===== src/rtl/exec_controller.sv =====
// Run/step/halt sequencer: debounces the board buttons, produces the per-cycle
// datapath execute enable, stops on a breakpoint or HALT word, counts executed
// instructions.
module exec_controller #(
  parameter int unsigned DEBOUNCE_CYCLES = 16,
  parameter logic [31:0] HALT_INSTR      = 32'hFFFF_FFFF
) (
  input  logic        clk,
  input  logic        reset,
  input  logic        run_btn,
  input  logic        step_btn,
  input  logic        halt_btn,
  input  logic        bp_en,
  input  logic [31:0] bp_addr,
  input  logic [31:0] pc,
  input  logic [31:0] instr,
  output logic        cpu_en,
  output logic [1:0]  state,
  output logic [1:0]  halt_reason,
  output logic [31:0] instr_count
);

  localparam int unsigned CntW = (DEBOUNCE_CYCLES > 1) ? $clog2(DEBOUNCE_CYCLES) : 1;
  localparam logic [CntW-1:0] CntLast = CntW'(DEBOUNCE_CYCLES - 1);

  localparam logic [1:0] ReasonNone  = 2'b00;
  localparam logic [1:0] ReasonUser  = 2'b01;
  localparam logic [1:0] ReasonBp    = 2'b10;
  localparam logic [1:0] ReasonInstr = 2'b11;

  typedef enum logic [1:0] {
    StIdle = 2'b00,
    StRun  = 2'b01,
    StStep = 2'b10,
    StHalt = 2'b11
  } state_e;

  // Button conditioning, bit order {halt, step, run}
  logic [2:0]      btn_raw;
  logic [2:0]      sync1_q, sync2_q;
  logic [2:0]      stable_q, stable_d, stable_prev_q;
  logic [CntW-1:0] cnt_q [3];
  logic [CntW-1:0] cnt_d [3];
  logic [2:0]      btn_pulse;
  logic            run_p, step_p, halt_p;

  state_e      state_q, state_d;
  logic [1:0]  reason_q, reason_d;
  logic        skip_q, skip_d;
  logic [31:0] count_q, count_d;
  logic        halt_instr, bp_hit, stop_now;

  assign btn_raw = {halt_btn, step_btn, run_btn};

  // Debounce: accept a new level after DEBOUNCE_CYCLES consecutive differing samples
  always_comb begin
    stable_d = stable_q;
    for (int i = 0; i < 3; i++) begin
      cnt_d[i] = '0;
      if (sync2_q[i] != stable_q[i]) begin
        if (cnt_q[i] == CntLast) begin
          stable_d[i] = sync2_q[i];
        end else begin
          cnt_d[i] = cnt_q[i] + 1'b1;
        end
      end
    end
  end

  // Synchronizer, debounce counters and edge-detect history
  always_ff @(posedge clk or negedge reset) begin
    if (!reset) begin
      sync1_q       <= '0;
      sync2_q       <= '0;
      stable_q      <= '0;
      stable_prev_q <= '0;
      for (int i = 0; i < 3; i++) cnt_q[i] <= '0;
    end else begin
      sync1_q       <= btn_raw;
      sync2_q       <= sync1_q;
      stable_q      <= stable_d;
      stable_prev_q <= stable_q;
      for (int i = 0; i < 3; i++) cnt_q[i] <= cnt_d[i];
    end
  end

  assign btn_pulse = stable_q & ~stable_prev_q;
  assign run_p     = btn_pulse[0];
  assign step_p    = btn_pulse[1];
  assign halt_p    = btn_pulse[2];

  // Stop conditions, execute enable and next-state selection
  always_comb begin
    state_d    = state_q;
    reason_d   = reason_q;
    skip_d     = skip_q;
    halt_instr = (instr == HALT_INSTR);
    // resume_skip lets the instruction at bp_addr run once after a resume
    bp_hit     = bp_en && (pc == bp_addr) && !skip_q;
    stop_now   = halt_instr || bp_hit;
    cpu_en     = ((state_q == StRun) || (state_q == StStep)) && !stop_now && !halt_p;

    unique case (state_q)
      StIdle, StHalt: begin
        // A HALT instruction is sticky; halt_p outranks and drops step/run
        if ((reason_q != ReasonInstr) && !halt_p) begin
          if (step_p) begin
            state_d  = StStep;
            skip_d   = 1'b1;
            reason_d = ReasonNone;
          end else if (run_p) begin
            state_d  = StRun;
            skip_d   = 1'b1;
            reason_d = ReasonNone;
          end
        end
      end
      StRun: begin
        skip_d = 1'b0;
        if (halt_p) begin
          state_d  = StHalt;
          reason_d = ReasonUser;
        end else if (halt_instr) begin
          state_d  = StHalt;
          reason_d = ReasonInstr;
        end else if (bp_hit) begin
          state_d  = StHalt;
          reason_d = ReasonBp;
        end
      end
      StStep: begin
        state_d  = StHalt;
        reason_d = halt_instr ? ReasonInstr : ReasonUser;
        skip_d   = 1'b0;
      end
      default: state_d = StIdle;
    endcase
  end

  // Saturating executed-instruction counter
  always_comb begin
    count_d = count_q;
    if (cpu_en && (count_q != 32'hFFFF_FFFF)) count_d = count_q + 32'd1;
  end

  // Sequencer state register
  always_ff @(posedge clk or negedge reset) begin
    if (!reset) begin
      state_q  <= StIdle;
      reason_q <= ReasonNone;
      skip_q   <= 1'b0;
      count_q  <= '0;
    end else begin
      state_q  <= state_d;
      reason_q <= reason_d;
      skip_q   <= skip_d;
      count_q  <= count_d;
    end
  end

  assign state       = state_q;
  assign halt_reason = reason_q;
  assign instr_count = count_q;

endmodule


===== config.mk =====
export PLATFORM = sky130hd
export DESIGN_NAME = exec_controller
export DESIGN_NICKNAME = d
export VERILOG_FILES = /design/src/rtl/exec_controller.sv
export SDC_FILE = /design/constraint.sdc
export NUM_CORES = 1
export LEC_CHECK = 0
export ABC_AREA = 1
export CORE_MARGIN = 2
export CORE_UTILIZATION = 42
export DETAILED_ROUTE_END_ITERATION = 10
export PLACE_DENSITY = 0.79
export SETUP_SLACK_MARGIN = 0.3
export SYNTH_ARGS = -nofsm -noshare
export SYNTH_HDL_FRONTEND = slang
export SYNTH_SLANG_ARGS = --single-unit

===== constraint.sdc =====
create_clock -name clk -period 3.14 [get_ports clk]
set_clock_uncertainty 0.1 [all_clocks]
set_input_delay 0.942 -clock clk [delete_from_list [all_inputs] [get_ports clk]]
set_output_delay 0.942 -clock clk [all_outputs]
set_load 0.03 [all_outputs]

### After elaboration in Yosys (flattened, before gate mapping)

Index checks and enable logic that the tools add are counted.

| storage, ports and cells | value |
|---|---|
| output and inout bits | 37 |
| memories kept | 0 |
| bits in latches | 0 |
| ROM bits | 0 |
| bits of input ports | 102 |
| register bits after elaboration | 61 |
| RAM bits | 0 |
| logic and storage cells | 79 |

| cells by class | value |
|---|---|
| equality and inequality tests | 16 |
| shift-type cells | 0 |
| multiply operators | 0 |
| reductions and logical operators | 19 |
| magnitude comparators | 0 |
| divide/modulo/power cells | 0 |
| bitwise gates (word level) | 2 |
| add/sub/neg operators | 4 |
| muxes and demuxes | 25 |

Operator list:

| operator | count |
|---|---|
| $add 32x1->32 const B | 1 |
| $eq 32x32->1 | 1 |
| $eq 32x32->1 const B | 1 |
| $ne 32x32->1 const B | 1 |
| $mux 2 | 13 |
| $mux 4 | 6 |
| $add 4x1->4 const B | 3 |
| $eq 4x4->1 const B | 3 |
| $pmux 2 s3 | 2 |
| $reduce_and 2->1 | 4 |
| $logic_and 1x1->1 | 6 |
| $eq 2x2->1 const B | 2 |
| $ne 2x2->1 const B | 2 |
| $ne 4x4->1 const B | 1 |
| $reduce_or 2->1 | 2 |
| $and 3x3->3 | 1 |
| $logic_not 1->1 | 3 |
| $mux 1 | 3 |
| $ne 1x1->1 | 3 |
| $ne 3x3->1 const B | 1 |
| $not 3->3 | 1 |
| $reduce_and 3->1 | 1 |
| $eq 2x1->1 const B | 1 |
| $logic_not 2->1 | 1 |
| other kinds (2) | 3 |

### Depth between registers and ports, before layout

Gate-level depths: netlist (run 1).

| depth | value |
|---|---|
| depth after elaboration | 8 |
| gate-level depth with buffers | 13 |
| mapped depth without buffers | 13 |

### Least setup slack after synthesis (run 1)

OpenSTA, ideal clock, no wires.

| timing path | value |
|---|---|
| kind | input -> output |
| start | input port bp_addr[21] |
| end | output port cpu_en |
| data required time | 2.098 ns |
| path buffers | 0 |
| path slack | 0.226 ns |
| stages on the path | 6 |
| arrival | 1.872 ns |
| cells stage by stage | inv_1 -> or2_2 -> o221ai_1 -> nor2_1 -> nand3_1 -> and2_1 |

| between the ends | value |
|---|---|
| word-level cells in the longest chain between the ends | 7 |

RTL lines:

| what | line | RTL |
|---|---|---|
| start: declaration | 14 | `input logic [31:0] bp_addr,` |
| $eq 32x32->1 | 99 | `bp_hit = bp_en && (pc == bp_addr) && !skip_q;` |
| $logic_and 1x1->1 (2 in a row) | 99 |  |
| $logic_or 1x1->1 | 100 | `stop_now = halt_instr \|\| bp_hit;` |
| $logic_not 1->1 | 101 | `cpu_en = ((state_q == StRun) \|\| (state_q == StStep)) && !stop_now && !halt_p;` |
| $logic_and 1x1->1 (2 in a row) | 101 |  |
| end: declaration | 17 | `output logic cpu_en,` |

No other way between the ends.

### Worst setup path after layout (run 1)

| timing path | value |
|---|---|
| start | input port pc[29] |
| end | output port cpu_en |

| between the ends | value |
|---|---|
| word-level cells in the longest chain between the ends | 7 |

RTL lines:

| what | line | RTL |
|---|---|---|
| start: declaration | 15 | `input logic [31:0] pc,` |
| $eq 32x32->1 | 99 |  |
| $logic_and 1x1->1 (2 in a row) | 99 |  |
| $logic_or 1x1->1 | 100 |  |
| $logic_not 1->1 | 101 |  |
| $logic_and 1x1->1 (2 in a row) | 101 |  |

No other way between the ends.

==> run_results.csv, run 1 <==
group,metric,value,unit
route,drc_errors,0,
cells_and_area,syn_to_final_growth,41.31,%
yosys,ys_seq_area_frac,0.3781,
yosys,synthesis.area,0.004038,mm²
pwr,irDropWorstVdd,0.4705,mV
floorplan,rows,35,
yosys,syn_inst,592,
worst_hold_path,worstHoldStart,"sync1_q[1]",
route,firstDrtPassIters,5,
placement,io_buffers,138,
grt,antenna_found_initial,0,
worst_hold_path,hold_end,"sync2_q[1]",
sta,fin_crit,3.053,ns
grt,overflow,0,
sta,fmax,0.3275,GHz
yosys,synth_cell_types,27,
clocking,cts_made_buffers,9,
clocking,insertion_delay,0.35,ns
setup_path,critPathLaunchType,"input pin",
worst_hold_path,min_path_type,"reg -> reg",
route,antenna_left,0,
yosys,syn_area_per_cell,6.820,µm²
cells_and_area,layout-drive-gt1-share,0.2272,
placement,hpwl,9.203,mm
floorplan,die_y,102.0,µm
placement,gp_congestion,0.9303,
grt,grt_use_total,0.2315,
sta,tightestPinTransition,0.5155,ns
route,routedWlPerCell,13.95,µm
run,max_cap_viol_count,0,
clocking,clockRootBuffer,"clkbuf_8",
yosys,synth-main-ff-cell,"dfrtp_1",
pwr,pwr_density_cell,487.9,mW/mm²
yosys,synthArstFlopShare,1.000,
route,vias,4439,
sta,drv_slew,0,
floorplan,pin_count,139,
sta,period_share,0.9723,
cells_and_area,fin_nets,860,
floorplan,core,0.009284,mm²
sta,maxSlewHeadroom,0.6563,
worst_hold_path,hold_depth,0,
sta,setup_tns,0,ns
floorplan,die_w,102.0,µm
placement,dp_cells,856,
pwr,total_power,2.784,mW
route,routed_via_density,5.010,
sta,hold_violations,0,
sta,rsz0062_at_grt,"true",
setup_path,end_kind,"primary output",
clocking,htreeDepth,3,
grt,grt_max_degree,35,
clocking,clock_path_buffers,2,
grt,grt_pass1_wl,18.93,mm
setup_path,regToRegStartpoint,"stable_q[2]",
clocking,cts_tree,"built",
placement,place_area,0.005578,mm²
yosys,yosysWarnings,0,
floorplan,die_area,0.01041,mm²
status,status,"finished clean",
setup_path,required,2.10,ns
yosys,synth_edf_count,0,
setup_path,path_max_fanout,2,
clocking,cts.clk_slew.worst_paths,0.07,ns
cells_and_area,layout.cells.non_filler,886,
setup_path,worstRegToRegCells,20,
floorplan,initial_core_util,0.4349,
yosys,yosys_register_bits,61,
pwr,p_leak,2.901,nW
cells_and_area,insertedDiodeCount,0,
sta,setup_viol,0,
clocking,clock_sinks,61,
setup_path,regToRegEndpoint,"state[0]",
setup_path,critPathKind,"in -> out",
clocking,cts_hold_buf,0,
setup_path,rrSetupSlack,0.65,ns
yosys,synth_nets,700,
route,wl,12.36,mm
setup_path,critPathArrivalTime,2.01,ns
grt,grt_pass1_vias,4222,
route,drt_iter0_drc,217,
cells_and_area,final_area,0.005705,mm²
[layout by cell type (no fill, tap or decap), types with 3 or more instances in the layout]
cell type | netlist | layout
buf_6 | 3 | 33
clkbuf_8 | 0 | 9
clkinvlp_4 | 0 | 4
a21oi_1 | 3 | 3
nor3_1 | 9 | 7
nor3_2 | 1 | 3
nand3b_1 | 5 | 5
dlygate4sd2_1 | 0 | 7
nand3_1 | 24 | 22
nand3_2 | 1 | 3
inv_1 | 71 | 61
buf_4 | 0 | 11
clkbuf_2 | 0 | 25
nor2_2 | 0 | 6
buf_2 | 5 | 41
inv_2 | 1 | 11
xnor2_1 | 23 | 21
nand4_1 | 40 | 40
clkdlybuf4s50_1 | 0 | 39
ha_1 | 6 | 6
nand2_2 | 1 | 13
clkdlybuf4s15_1 | 0 | 6
nand2_1 | 229 | 215
xor2_1 | 19 | 19
dfrtp_1 | 61 | 61
nor2_1 | 74 | 66
[flip-flops by register name, summed over array words and instances (netlist names)]
name / cells
skip_q: 1
instr_count: 32
stable_q: 3
halt_reason: 2
stable_prev_q: 3
state: 2
sync2_q: 3
cnt_q: 12
sync1_q: 3
[cell usage after synthesis (2+ instances only)]
master | count | area share
ha_1 | 6 | 0.019
nand3b_1 | 5 | 0.0093
inv_1 | 71 | 0.066
nand2_1 | 229 | 0.21
nand3_1 | 24 | 0.030
nand4_1 | 40 | 0.062
nor2_1 | 74 | 0.069
xor2_1 | 19 | 0.041
clkbuf_1 | 5 | 0.0046
o22ai_1 | 2 | 0.0031
buf_2 | 5 | 0.0062
buf_6 | 3 | 0.0084
a21oi_1 | 3 | 0.0037
nor3_1 | 9 | 0.011
dfrtp_1 | 61 | 0.38
xnor2_1 | 23 | 0.050
o21ai_0 | 3 | 0.0037
[cell families (layout without fill, tap and decap cells)]
family | after synthesis | after routing | share of synthesized area
compound gates | 9 | 9 | 0.01270
buf+inv | 85 | 250 | 0.08615
simple gates | 388 | 388 | 0.4106
xor+xnor | 42 | 42 | 0.09111
flops | 61 | 61 | 0.3781
mux | 1 | 1 | 0.002789
fa+ha+maj | 6 | 6 | 0.01859
[layout make-up]
class	count	area, µm²
Timing Repair Buffer	162	1296
Fill cell	872	3578
Clock inverter	6	47.55
Sequential cell	61	1526
Clock buffer	10	127.6
Inverter	72	270.3
Multi-Input combinational cell	446	2276
Tap cell	129	161.4
[through the flow]
| step | setup WS (ns) | hold WS (ns) | util |
|---|---|---|---|
| 2_1_floorplan | 0.3184 | 0.2312 | - |
| 3_3_place_gp | -0.7902 | 0.2337 | 0.6008 |
| 3_5_place_dp | -0.7932 | 0.2363 | 0.6008 |
| 4_1_cts | 0.06653 | 0.2535 | 0.6063 |
| 5_1_grt | 0.02773 | 0.2599 | 0.6146 |
| 6_report | 0.08702 | 0.2504 | 0.6146 |
[timing repair]
item,CTS,global route
buffers inserted,12,2
pin swaps,89,46
resized for setup,298,97
endpoints found under the setup margin,1,5
[worst max-delay path: stages]
cell,delay [ns]
dlygate4sd2_1,0.24
xnor2_1,0.15
nand3_1,0.12
nor2_2,0.15
nand3_2,0.11
and2_4,0.16
buf_6,0.13
[report_power, final]
group          internal (mW)  total [mW]  switching, mW
Sequential             0.856       0.936         0.0807
Clock                  0.291       0.632          0.341
Combinational          0.459        1.22          0.757
[layer usage]
metal | share of wire | up-vias | GRT usage
met5 | 0 | - | 0
met4 | 0.024 | 0 | 0.09231
met3 | 0.083 | 28 | 0.04514
met2 | 0.49 | 182 | 0.4089
met1 | 0.40 | 2050 | 0.2774
li1 | - | 2179 | -
[worst max-delay path by stage]
stage                     cells after the start  slack, ns        start     end
after floorplan                               6       0.32  bp_addr[21]  cpu_en
after global placement                       12      -0.79        pc[3]  cpu_en
after CTS                                    12       0.07       pc[13]  cpu_en
after global routing                          9       0.03        pc[4]  cpu_en
final                                         7       0.09       pc[29]  cpu_en
after detailed placement                     12      -0.79        pc[3]  cpu_en
No activity file was read; power rests on OpenSTA's default activity.
==> run 2, diff against run 1 <==
--- a/config.mk
+++ b/config.mk
@@ -6,11 +6,12 @@
 export NUM_CORES = 1
 export LEC_CHECK = 0
 export ABC_AREA = 1
+export CORE_ASPECT_RATIO = 0.75
 export CORE_MARGIN = 2
 export CORE_UTILIZATION = 42
 export DETAILED_ROUTE_END_ITERATION = 10
 export PLACE_DENSITY = 0.79
-export SETUP_SLACK_MARGIN = 0.3
+export SETUP_SLACK_MARGIN = 0.4
 export SYNTH_ARGS = -nofsm -noshare
 export SYNTH_HDL_FRONTEND = slang
 export SYNTH_SLANG_ARGS = --single-unit
==> run 2 against run 1 <==
  * Setup slack lost 0.033 ns
  * Die area is essentially flat
  * Worst hold slack is essentially flat
  * Utilization grew 5.3 points
  * Count of clock-buffer cells in the layout is the same
  * Sequential power grew 1%
  * Routed wire length grew 8.6%
  * Power grew 35%
  * Via count grew 2.7%
  * Fmax shrank 1.1%
  * Cell area grew 7.6%
  * Highest routed layer unchanged
==> run_results.csv, run 2 (synthesis gave the netlist of run 1 again) <==
group,metric,value,unit
setup_path,crit_buf_inv,3,
grt,grt_pass1_wl,19.11,mm
sta,maxSlewHeadroom,0.4700,
setup_path,crit_family,"simple AND/OR/NAND/NOR gates",
grt,grt_use_total,0.2368,
floorplan,die_w,117.2,µm
floorplan,core,0.009196,mm²
sta,drv_slew,0,
clocking,htreeDepth,3,
sta,setup_tns,0,ns
clocking,insertion_delay,0.34,ns
route,routedWlPerCell,15.06,µm
cells_and_area,final_cell_mix,"nand2_1, nor2_1, inv_1",
clocking,clock_path_buffers,2,
route,drt_iter0_drc,308,
pwr,irDropWorstVdd,0.5101,mV
setup_path,cp_slowest_stage_delay,0.16,ns
grt,antenna_found_initial,0,
sta,setup_viol,0,
route,routed_via_density,5.109,
setup_path,slowest_stage,"nand4_1",
clocking,clockRootBuffer,"clkbuf_16",
sta,hold_violations,0,
grt,grt_pass1_vias,4118,
floorplan,die_area,0.01042,mm²
run,max_cap_viol_count,0,
setup_path,worstPathCellList,"buf_2 -> inv_2 -> nand2_1 -> nand4_1 -> nor2_4 -> nand2_1 -> nor2_1 -> nand3_2 -> and2_4 -> buf_6",
pwr,total_power,3.764,mW
worst_hold_path,min_path_type,"reg -> reg",
setup_path,cpMostUsedCell,"nand2_1",
clocking,cts_made_buffers,9,
cells_and_area,num-fill-cells,786,
sta,fmax,0.3240,GHz
route,firstDrtPassIters,5,
grt,overflow,0,
sta,fin_crit,3.086,ns
cells_and_area,layout-drive-gt1-share,0.2605,
route,wl,13.43,mm
sta,rsz0062_at_grt,"true",
cells_and_area,fin_nets,867,
placement,hpwl,9.450,mm
setup_path,critPathLaunchType,"input pin",
floorplan,die_y,88.91,µm
setup_path,critPathKind,"in -> out",
floorplan,rows,30,
cells_and_area,insertedDiodeCount,0,
setup_path,end_kind,"primary output",
status,status,"finished clean",
route,vias,4557,
pwr,p_leak,3.170,nW
sta,period_share,0.9829,
setup_path,path_max_fanout,2,
pwr,pwr_density_cell,613.1,mW/mm²
route,drc_errors,0,
cells_and_area,largest_reg_flops,32,
floorplan,initial_core_util,0.4390,
setup_path,critPathArrivalTime,2.04,ns
cells_and_area,syn_to_final_growth,52.03,%
clocking,clock_sinks,61,
clocking,cts_tree,"built",
grt,grt_max_degree,62,
setup_path,required,2.10,ns
floorplan,pin_count,139,
cells_and_area,layout_commonest_cell,"nand2_1",
sta,tightestPinTransition,0.7950,ns
placement,gp_congestion,0.9832,
route,antenna_left,0,
placement,io_buffers,138,
clocking,cts.clk_slew.worst_paths,0.06,ns
[run 2: worst paths after layout]
kind                             from              end  slack [ns]  cells after the start
max                             pc[5]           cpu_en        0.05                     10
min                        sync1_q[0]       sync2_q[0]        0.25                      0
max reg2reg                  state[0]  instr_count[13]        0.61                     15
min reg2reg                sync1_q[0]       sync2_q[0]        0.25                      0
max in group asynchronous       reset  instr_count[23]        1.73                      2
min in group asynchronous       reset  instr_count[13]        0.65                      2
[run 2: repair_timing]
item,in CTS,in global routing
cloned,0,4
hold buffers,0,0
buffers inserted,7,7
pin swaps,86,51
gates resized for setup,298,105
setup endpoints to repair,1,33
[run 2: routing by layer]
metal  GRT usage  share of wire  vias to the layer above
li1            -              -                     2184
met1      0.3104           0.40                     2097
met2      0.3882           0.46                      231
met3     0.05492           0.10                       45
met4     0.08342          0.032                        0
met5           0              0                        -
[run 2: power breakdown]
group          leakage (nW)  internal (mW)  switching [mW]
logic                  2.21          0.858            1.03
clock network         0.139          0.560           0.367
registers             0.818          0.857          0.0874
total                  3.17           2.27            1.49
[run 2: worst reg2reg max path: cells and delay by family (launching register included)]
kind / cells / cell delay (ns)
flops: 1 / 0.39
fa+ha+maj: 1 / 0.42
simple gates: 4 / 0.33
buf+inv: 10 / 1.24
[run 2: final cells by class]
type                    instances  area (µm²)  area share
clock buffers                  10       239.0     0.03893
clock inverters                 6       47.55    0.007746
inverters                      72       270.3     0.04403
multi-input cells             446        2461      0.4009
flip-flops and latches         61        1526      0.2487
well taps                     128       160.2     0.02609
repair buffers                169        1434      0.2336
[run 2: through the flow]
| step | std cells | utilization | hold slack [ns] | setup slack [ns] | cell area [µm²] |
|---|---|---|---|---|---|
| floorplan | 592 | - | 0.2312 | 0.3942 | 4048 |
| global placement | 858 | 0.6105 | 0.2324 | -0.2946 | 5614 |
| detailed placement | 858 | 0.6105 | 0.2358 | -0.3230 | 5614 |
| CTS | 881 | 0.6257 | 0.2486 | 0.08865 | 5754 |
| global route | 892 | 0.6675 | 0.2550 | 0.01574 | 6138 |
| finish | 892 | 0.6675 | 0.2505 | 0.05382 | 6138 |
